`src/rtl/recorder_controller_pkg.sv`:
```
// Shared piano package: key ID width, recorder controller state encoding
// and a small saturating counter helper.
package recorder_controller_pkg;

    localparam int KEY_ID_BITS = 4;

    typedef enum logic [2:0] {
        IDLE     = 3'd0,
        RECORD   = 3'd1,
        PLAY_REQ = 3'd2,
        PLAYING  = 3'd3,
        GAP      = 3'd4,
        DRAIN    = 3'd5
    } rc_state_e;

    // Increment a 4-bit count, holding at all-ones instead of wrapping.
    function automatic logic [3:0] sat_inc4(input logic [3:0] value);
        logic [3:0] result;
        if (value == 4'hF) begin
            result = value;
        end else begin
            result = value + 4'd1;
        end
        return result;
    endfunction

endpackage

```
`src/rtl/edge_detect.sv`:
```
// Rising-edge detector for a debounced button level: one registered sample,
// the edge is the current level high while last cycle's sample was low.
module edge_detect (
    input  logic clk,
    input  logic rst_n,
    input  logic level_i,
    output logic rise_o
);

    logic sample_q;
    logic sample_d;

    assign sample_d = level_i;

    // Remember the previous cycle's button level.
    always_ff @(posedge clk or negedge rst_n) begin
        if (!rst_n) begin
            sample_q <= 1'b0;
        end else begin
            sample_q <= sample_d;
        end
    end

    assign rise_o = level_i & ~sample_q;

endmodule

```
`src/rtl/recorder_controller.sv`:
```
// Recorder controller: turns record/play/stop buttons into recorder
// controls, sequences looped playback with a silent gap between passes,
// and selects live keyboard or playback data for the buzzer/display.
module recorder_controller #(
    parameter int CLK_FREQ_HZ = 50_000_000,
    parameter int KEY_ID_BITS = recorder_controller_pkg::KEY_ID_BITS,
    parameter int LOOP_GAP_MS = 200,
    parameter int ACK_TIMEOUT = 8
) (
    input  logic                   clk,
    input  logic                   rst_n,
    input  logic                   rec_btn,
    input  logic                   play_btn,
    input  logic                   stop_btn,
    input  logic                   loop_en,
    input  logic [3:0]             loop_count,
    input  logic [KEY_ID_BITS-1:0] live_key_id,
    input  logic                   live_key_pressed,
    input  logic                   live_oct_up,
    input  logic                   live_oct_down,
    input  logic                   rec_is_recording,
    input  logic                   rec_is_playing,
    input  logic [KEY_ID_BITS-1:0] pb_key_id,
    input  logic                   pb_key_pressed,
    input  logic                   pb_oct_up,
    input  logic                   pb_oct_down,
    output logic                   rec_record_level,
    output logic                   rec_play_pulse,
    output logic [KEY_ID_BITS-1:0] out_key_id,
    output logic                   out_key_pressed,
    output logic                   out_oct_up,
    output logic                   out_oct_down,
    output logic                   src_playback,
    output logic [3:0]             loops_done,
    output logic                   busy,
    output logic                   err_empty
);
    import recorder_controller_pkg::*;

    localparam int unsigned GAP_CYCLES = LOOP_GAP_MS * (CLK_FREQ_HZ / 1000);
    localparam logic [31:0] GAP_LAST   = (GAP_CYCLES > 32'd0) ? 32'(GAP_CYCLES - 32'd1) : 32'd0;
    localparam logic [31:0] ACK_LAST   = (ACK_TIMEOUT > 32'sd0) ? 32'(ACK_TIMEOUT - 32'sd1) : 32'd0;

    logic rec_rise_s, play_rise_s, stop_rise_s;
    logic rec_full_s, src_pb_s;
    logic [3:0] loops_next_s, passes_s;

    rc_state_e   state_q, state_d;
    logic [31:0] timer_q, timer_d;
    logic [3:0]  loops_done_q, loops_done_d;
    logic        err_empty_q, err_empty_d;
    logic        rec_play_pulse_q, rec_play_pulse_d;
    logic        rec_record_level_q, rec_record_level_d;
    logic        busy_q, busy_d;
    logic        recording_q, recording_d;

    logic [KEY_ID_BITS-1:0] out_key_id_q, out_key_id_d;
    logic out_key_pressed_q, out_key_pressed_d;
    logic out_oct_up_q, out_oct_up_d;
    logic out_oct_down_q, out_oct_down_d;
    logic src_playback_q, src_playback_d;

    edge_detect u_rec_edge  (.clk(clk), .rst_n(rst_n), .level_i(rec_btn),  .rise_o(rec_rise_s));
    edge_detect u_play_edge (.clk(clk), .rst_n(rst_n), .level_i(play_btn), .rise_o(play_rise_s));
    edge_detect u_stop_edge (.clk(clk), .rst_n(rst_n), .level_i(stop_btn), .rise_o(stop_rise_s));

    // Recorder reports memory full by dropping its recording flag.
    assign rec_full_s   = recording_q & ~rec_is_recording;
    assign loops_next_s = sat_inc4(loops_done_q);
    assign passes_s     = (loop_count == 4'd0) ? 4'd1 : loop_count;

    // Next-state logic for the record/playback sequencer and its status flags.
    always_comb begin
        state_d          = state_q;
        timer_d          = timer_q;
        loops_done_d     = loops_done_q;
        err_empty_d      = err_empty_q;
        rec_play_pulse_d = 1'b0;
        recording_d      = rec_is_recording;
        case (state_q)
            IDLE: begin
                // Record wins when both buttons arrive together.
                if (rec_rise_s) begin
                    state_d = RECORD;
                end else if (play_rise_s) begin
                    state_d          = PLAY_REQ;
                    timer_d          = 32'd0;
                    loops_done_d     = 4'd0;
                    err_empty_d      = 1'b0;
                    rec_play_pulse_d = 1'b1;
                end else begin
                    state_d = IDLE;
                end
            end
            RECORD: begin
                if (rec_rise_s || stop_rise_s || rec_full_s) begin
                    state_d = IDLE;
                end else begin
                    state_d = RECORD;
                end
            end
            PLAY_REQ: begin
                if (stop_rise_s) begin
                    state_d = DRAIN;
                end else if (rec_is_playing) begin
                    state_d = PLAYING;
                end else if (timer_q == ACK_LAST) begin
                    // Recorder never started: nothing stored to play.
                    state_d     = IDLE;
                    err_empty_d = 1'b1;
                end else begin
                    timer_d = timer_q + 32'd1;
                end
            end
            PLAYING: begin
                if (stop_rise_s) begin
                    state_d = DRAIN;
                end else if (!rec_is_playing) begin
                    loops_done_d = loops_next_s;
                    if (loop_en && (loops_next_s < passes_s)) begin
                        state_d = GAP;
                        timer_d = 32'd0;
                    end else begin
                        state_d = IDLE;
                    end
                end else begin
                    state_d = PLAYING;
                end
            end
            GAP: begin
                if (stop_rise_s) begin
                    state_d = DRAIN;
                end else if (timer_q == GAP_LAST) begin
                    state_d          = PLAY_REQ;
                    timer_d          = 32'd0;
                    rec_play_pulse_d = 1'b1;
                end else begin
                    timer_d = timer_q + 32'd1;
                end
            end
            DRAIN: begin
                // The recorder cannot abort, so wait for it to finish.
                if (!rec_is_playing) begin
                    state_d = IDLE;
                end else begin
                    state_d = DRAIN;
                end
            end
            default: begin
                state_d = IDLE;
                timer_d = 32'd0;
            end
        endcase
        rec_record_level_d = (state_d == RECORD);
        busy_d             = (state_d != IDLE);
    end

    // Playback data is routed only while playing, not being muted by a stop
    // this cycle, and not overridden by a live key press.
    always_comb begin
        src_pb_s = (state_q == PLAYING) && !stop_rise_s && !live_key_pressed;
        if (src_pb_s) begin
            out_key_id_d      = pb_key_id;
            out_key_pressed_d = pb_key_pressed;
            out_oct_up_d      = pb_oct_up;
            out_oct_down_d    = pb_oct_down;
        end else begin
            out_key_id_d      = live_key_id;
            out_key_pressed_d = live_key_pressed;
            out_oct_up_d      = live_oct_up;
            out_oct_down_d    = live_oct_down;
        end
        src_playback_d = src_pb_s;
    end

    // Sequencer state, timer and registered control/status outputs.
    always_ff @(posedge clk or negedge rst_n) begin
        if (!rst_n) begin
            state_q            <= IDLE;
            timer_q            <= 32'd0;
            loops_done_q       <= 4'd0;
            err_empty_q        <= 1'b0;
            rec_play_pulse_q   <= 1'b0;
            rec_record_level_q <= 1'b0;
            busy_q             <= 1'b0;
            recording_q        <= 1'b0;
        end else begin
            state_q            <= state_d;
            timer_q            <= timer_d;
            loops_done_q       <= loops_done_d;
            err_empty_q        <= err_empty_d;
            rec_play_pulse_q   <= rec_play_pulse_d;
            rec_record_level_q <= rec_record_level_d;
            busy_q             <= busy_d;
            recording_q        <= recording_d;
        end
    end

    // Registered key/octave routing towards buzzer and display.
    always_ff @(posedge clk or negedge rst_n) begin
        if (!rst_n) begin
            out_key_id_q      <= '0;
            out_key_pressed_q <= 1'b0;
            out_oct_up_q      <= 1'b0;
            out_oct_down_q    <= 1'b0;
            src_playback_q    <= 1'b0;
        end else begin
            out_key_id_q      <= out_key_id_d;
            out_key_pressed_q <= out_key_pressed_d;
            out_oct_up_q      <= out_oct_up_d;
            out_oct_down_q    <= out_oct_down_d;
            src_playback_q    <= src_playback_d;
        end
    end

    assign rec_record_level = rec_record_level_q;
    assign rec_play_pulse   = rec_play_pulse_q;
    assign loops_done       = loops_done_q;
    assign busy             = busy_q;
    assign err_empty        = err_empty_q;
    assign out_key_id       = out_key_id_q;
    assign out_key_pressed  = out_key_pressed_q;
    assign out_oct_up       = out_oct_up_q;
    assign out_oct_down     = out_oct_down_q;
    assign src_playback     = src_playback_q;

endmodule

```
`config.mk`:
```
export PLATFORM = sky130hd
export DESIGN_NAME = recorder_controller
export DESIGN_NICKNAME = d
export VERILOG_FILES = /design/src/rtl/recorder_controller_pkg.sv /design/src/rtl/edge_detect.sv /design/src/rtl/recorder_controller.sv
export SDC_FILE = /design/constraint.sdc
export NUM_CORES = 1
export LEC_CHECK = 0
export ABC_AREA = 1
export BUFFER_PORTS_ARGS = -buffer_cell sky130_fd_sc_hd__buf_2
export CAP_MARGIN = 20
export CELL_PAD_IN_SITES_DETAIL_PLACEMENT = 0
export CELL_PAD_IN_SITES_GLOBAL_PLACEMENT = 1
export CORE_ASPECT_RATIO = 0.9
export CORE_MARGIN = 2
export CORE_UTILIZATION = 41
export DETAILED_ROUTE_END_ITERATION = 12
export PLACE_DENSITY = 0.83
export SYNTH_ARGS = -nofsm -noshare
export SYNTH_HDL_FRONTEND = slang
export SYNTH_SLANG_ARGS = --single-unit
```
`constraint.sdc`:
```
create_clock -name clk -period 2.62 [get_ports clk]
set_clock_uncertainty 0.2 [all_clocks]
set_input_delay 0.524 -clock clk [delete_from_list [all_inputs] [get_ports clk]]
set_output_delay 0.524 -clock clk [all_outputs]
set_load 0.02 [all_outputs]
```
# Word-level counts from Yosys, hierarchy flattened
# Index checks and enable logic that the tools add are counted.
dict set report totals {
  romBits 0
  regBits 55
  ramBits 0
  output_inout_bits 16
  memories 0
  input_bits 26
  latch_bits 0
}
dict set report classes {
  div_mod_pow 0
  shift 0
  n_addsub 2
  n_reduce_logical 16
  order_cmp 1
  n_bitwise 9
  n_eq_ne 19
  mul 0
  muxes 46
}
# cell n
set op_table {}
lappend op_table {{$mux 32} 10}
lappend op_table {{$pmux 32 s5} 1}
lappend op_table {{$add 32x1->32 const B} 1}
lappend op_table {{$eq 32x24->1 const B} 1}
lappend op_table {{$eq 32x3->1 const B} 1}
lappend op_table {{$mux 4} 7}
lappend op_table {{$mux 3} 9}
lappend op_table {{$ne 2x2->1 const B} 10}
lappend op_table {{$pmux 3 s6} 1}
lappend op_table {{$mux 1} 13}
lappend op_table {{$reduce_and 10->1} 1}
lappend op_table {{$pmux 4 s2} 1}
lappend op_table {{$eq 3x1->1 const B} 2}
lappend op_table {{$eq 3x2->1 const B} 2}
lappend op_table {{$eq 3x3->1 const B} 2}
lappend op_table {{$reduce_and 6->1} 1}
lappend op_table {{$not 1->1} 5}
lappend op_table {{$reduce_and 5->1} 1}
lappend op_table {{$add 4x1->4 const B} 1}
lappend op_table {{$and 1x1->1} 4}
lappend op_table {{$eq 4x4->1 const B} 1}
lappend op_table {{$logic_not 4->1} 1}
lappend op_table {{$lt 4x4->1} 1}
lappend op_table {{$mux 2} 2}
lappend op_table {{8 further kinds} 14}

# Logic depth before layout (Yosys ltp)
dict set report logic_depth {
  ltp_word 9
  mapped_depth 15
}

# Cells and area by module
# From an unflattened synthesis, not the netlist that was laid out.
dict set report hier_totals {
  cells_unflattened 644
  area_unflattened_um2 3977.6
}
# mod seq_area_each_um2 area_per_inst_um2 instances cells_each
set by_module_without_submodules {}
lappend by_module_without_submodules {recorder_controller 1301.2 3872.5 1 635}
lappend by_module_without_submodules {edge_detect 25.0 35.0 3 3}

# Worst setup path after synthesis
# OpenSTA, ideal clock, no wires.
dict set report synth_path {
  path_kind {reg2reg}
  start {register loops_done_q[0] (netlist: loops_done[0])}
  end {register timer_q[0]}
  slack_ns 0.125
  setup_time_ns 0.117
  stages_incl_launch_ff 14
  arrival_time_ns 2.178
  required_time_ns 2.303
  n_path_buf 1
  cell_sequence {dfrtp_1 > ha_1 > nand2_1 > inv_1 > nor2_1 > o21ai_0 > ha_1 > a211oi_1 > nand2_1 > nand2_1 > nand2_2 > buf_4 > nand2_1 > nand2_1}
}
dict set report synth_between {
  elab_chain_len 6
  word_cells_on_any_way 7
  classes_between {add/sub (1); order compare (1); eq/ne (2); mux (1); reduce/logical (2)}
}
# element line_no
set synth_rtl {}
lappend synth_rtl {{start, declared} recorder_controller.sv:50} ;# logic [3:0] loops_done_q, loops_done_d;
lappend synth_rtl {{start signal, assigned} recorder_controller.sv:190} ;# loops_done_q <= loops_done_d;
lappend synth_rtl {{$add 4x1->4 / $eq 4x4->1 (equally long branches)} {recorder_controller_pkg.sv:22, recorder_controller_pkg.sv:19}}
lappend synth_rtl {{$mux 4 (*)} recorder_controller_pkg.sv:19} ;# if (value == 4'hF) begin
lappend synth_rtl {{$lt 4x4->1 (*)} recorder_controller.sv:120} ;# if (loop_en && (loops_next_s < passes_s)) begin
lappend synth_rtl {{$logic_and 1x1->1 (*)} recorder_controller.sv:120}
lappend synth_rtl {{$ne 2x2->1 (no line) (*)} -}
lappend synth_rtl {{$reduce_and 10->1 (no line) (*)} -}
lappend synth_rtl {{end signal, assigned} recorder_controller.sv:189} ;# timer_q <= timer_d;
lappend synth_rtl {{end, declared} recorder_controller.sv:49} ;# logic [31:0] timer_q, timer_d;
# Every way passes the cells marked *; elsewhere a longest branch is shown, timed or not.
# A chain may end at the register's enable or synchronous reset.

# Final worst setup path
dict set report layout_path {
  start {register loops_done_q[0] (netlist: loops_done[0])}
  end {register timer_q[18]}
}
# Same word-level chain as after synthesis.

==> results_dict.tcl <==
set metrics [dict create \
    crit_top_cell "nand2_1" \
    netlist_instances 626 \
    dpl.cell_count 786 \
    vias 4028 \
    grt_max_degree 33 \
    clockBufferDepth 2 \
    fmax_mhz 401 \
    maxCapViolCount 0 \
    worstMarginPinSlew_ns 0.473 \
    layout_min_cycle_time_ns 2.49 \
    yosysTopAreaCellShare_pct 35.5 \
    detail_route.wl_per_cell_um 13.8 \
    layout_worst_path_cycle_share_pct 95.2 \
    dieArea_um2 10200 \
    rrSetupSlack_ns 0.13 \
    overflow 0 \
    cp.buffers_inverters 2 \
    start_util_pct 42.3 \
    first_pass_iters 4 \
    cts_tree "yes" \
    drv_slew 0 \
    synth-seq-cells 55 \
    layout-drive-gt1-share_pct 11.3 \
    first_iter_violations 194 \
    crit_path_end_kind "flip-flop" \
    via_per_inst 5.05 \
    crit_slowest_cell "dfrtp_1" \
    core_region_area_um2 9170 \
    status "finished, final reports clean" \
    hold_depth 1 \
    die_w_um 106 \
    synthMuxAreaShare_pct 0 \
    p_total_uw 2730 \
    path_clk_slew_ns 0.10 \
    syn_area_per_cell_um2 6.19 \
    crit_cells 13 \
    synth_compound_area_share_pct 6.20 \
    die_h_um 96.2 \
    synth_top_family_by_area "simple AND/OR/NAND/NOR gates" \
    hpwl_um 8320 \
    yosysWarnings 0 \
    layout_commonest_cell "nand2_1" \
    clkSinkCount 55 \
    ios 42 \
    p_leak_uw 0.00226 \
    hold_path_class "primary input to flip-flop" \
    reg2regPathDepth 13 \
    crit_fanout 32 \
    clkLatencyLatePin_ns 0.32 \
    fin_util_pct 48.3 \
    routed_wl_um 11000 \
    port_buffers 41 \
    startpoint "loops_done[0]" \
    row_count 33 \
    final_cell_mix "245 x nand2_1, 86 x nor2_1, 75 x nand3_1" \
    nNetsFinal 705 \
    synth_fa_ha_area_share_pct 1.61 \
    critical-path-max-stage-delay_ns 0.42 \
    ir_drop_mv 0.560 \
    grt_first_pass_wirelength_um 18900 \
    cts-htree-levels 2 \
    relSlewSlack_pct 68.3 \
    crit_arrival_ns 2.50 \
    synth_fp_nets 657 \
    final-hold-violation-count 0 \
    antenna_found_initial 0 \
    grtUsageTotal_pct 23.2 \
    grt_pass1_vias 3918 \
    criticalPathCategory "flip-flop to flip-flop" \
    min_from "rec_is_recording" \
    required_ns 2.63 \
    setup_viol 0 \
    fillers 994 \
    syn_area_um2 3870 \
    routabilityCongestion 0.981 \
    instances_no_fill 797 \
    synth_area_leaders "dfrtp_1 36%, nand2_1 24%, nand3_1 9.7%" \
    power_density_nw_per_um2 616 \
    cp_top_family "adder cells" \
    fin_hold_ws_ns 0.117 \
    cts_root_buf "clkbuf_8" \
    cp-start-kind "flip-flop" \
    area.growth.synth_to_final_pct 14.4 \
    r2r_start "loops_done[0]" \
    synth-simple-area-share_pct 45.0 \
    cts_buffers 5 \
    yosysTopAreaCell "dfrtp_1" \
    antenna_cells 0 \
    ys_seq_area_share_pct 35.5 \
    drc_errors 0 \
    synth_xor_area_share_pct 2.94 \
    crit_chain "ha_1, nand2_1, inv_1, nor2_1, o21ai_1, ha_1, a211oi_2, nand2_1, nand2_2, nand2_2, buf_12, nand2_1, nand2_1" \
    ys_types 25 \
    postRouteAntennaNets 0 \
]
[per-stage QoR]
| step | instance area [µm²] | worst slack (ns) | setup TNS, ns |
|---|---|---|---|
| after floorplan | 3870 | 0.125 | 0 |
| after global placement | 4290 | 0.144 | 0 |
| after detailed placement | 4290 | 0.0171 | 0 |
| after CTS | 4410 | 0.0480 | 0 |
| after global routing | 4430 | -0.0331 | -0.342 |
| final | 4430 | 0.126 | 0 |
[path summary, 6_finish.rpt]
kind                               endpoint
worst max-delay path            timer_q[18]
worst min-delay path            recording_q
worst max register to register  timer_q[18]
worst min register to register    err_empty
max in group asynchronous       timer_q[23]
min in group asynchronous        timer_q[2]
[area by class of cell]
cell class | instances | area (µm²) | area share (%)
clock buffer | 5 | 68.8 | 1.55
timing repair buffer | 58 | 373 | 8.41
tap | 122 | 153 | 3.44
inverter | 67 | 251 | 5.67
sequential | 55 | 1380 | 31.1
multi-input combinational | 487 | 2170 | 48.9
clock inverter | 3 | 43.8 | 0.988
[state kept, by name (all words and copies together) (netlist names)]
signal / flops
timer_q: 32
loops_done: 4
out_key_id: 4
state_q: 3
busy: 1
err_empty: 1
out_key_pressed: 1
out_oct_down: 1
out_oct_up: 1
rec_play_pulse: 1
rec_record_level: 1
recording_q: 1
src_playback: 1
u_play_edge.sample_q: 1
u_rec_edge.sample_q: 1
u_stop_edge.sample_q: 1
[power by group]
part	total, µW	leakage [µW]	internal, µW	switching (µW)
Combinational	1160	0.00147	356	807
Clock	583	0.0000581	285	298
Sequential	985	0.000732	926	58.4
[cell families (layout without fill, tap and decap cells)]
kind of cell               count (synthesis)  in the layout
AOI/OAI and AO/OA                         45             45
xor gates and xnor gates                  13             13
adders and majority gates                  5              5
and+or+nand+nor                          424            424
buffers and inverters                     84            133
DFF                                       55             55
[synth_stat cells]
cell / n
nand3_1: 75
nor3_1: 2
nor2_1: 86
dfrtp_1: 55
inv_2: 3
a21oi_1: 23
nand2_2: 1
nand2_1: 246
nor2_2: 2
xor2_1: 11
buf_2: 10
nor3b_2: 1
o21ai_0: 11
a211oi_1: 3
clkbuf_1: 4
nand3b_1: 2
nor3_2: 2
o22ai_1: 2
xnor2_1: 2
inv_1: 64
o21bai_1: 2
ha_1: 5
nand4_1: 7
o21ai_1: 4
buf_4: 3
[metal layers]
metal | track usage, % | share of wire (%) | vias to the layer above
li1 | - | - | 2056
met1 | 31.9 | 49 | 1851
met2 | 38.3 | 45 | 107
met3 | 3.52 | 4.4 | 14
met4 | 6.71 | 1.4 | 0
met5 | 0 | 0 | -
[what timing repair did]
action / 4_1_cts / 5_1_grt
gates cloned: 0 / 0
endpoints found under the hold margin: 18 / 0
buffers inserted: 0 / 2
hold buffers: 1 / 0
gates resized for setup: 1 / 3
endpoints found under the setup margin: 11 / 32
No activity file was read; power rests on OpenSTA's default activity.
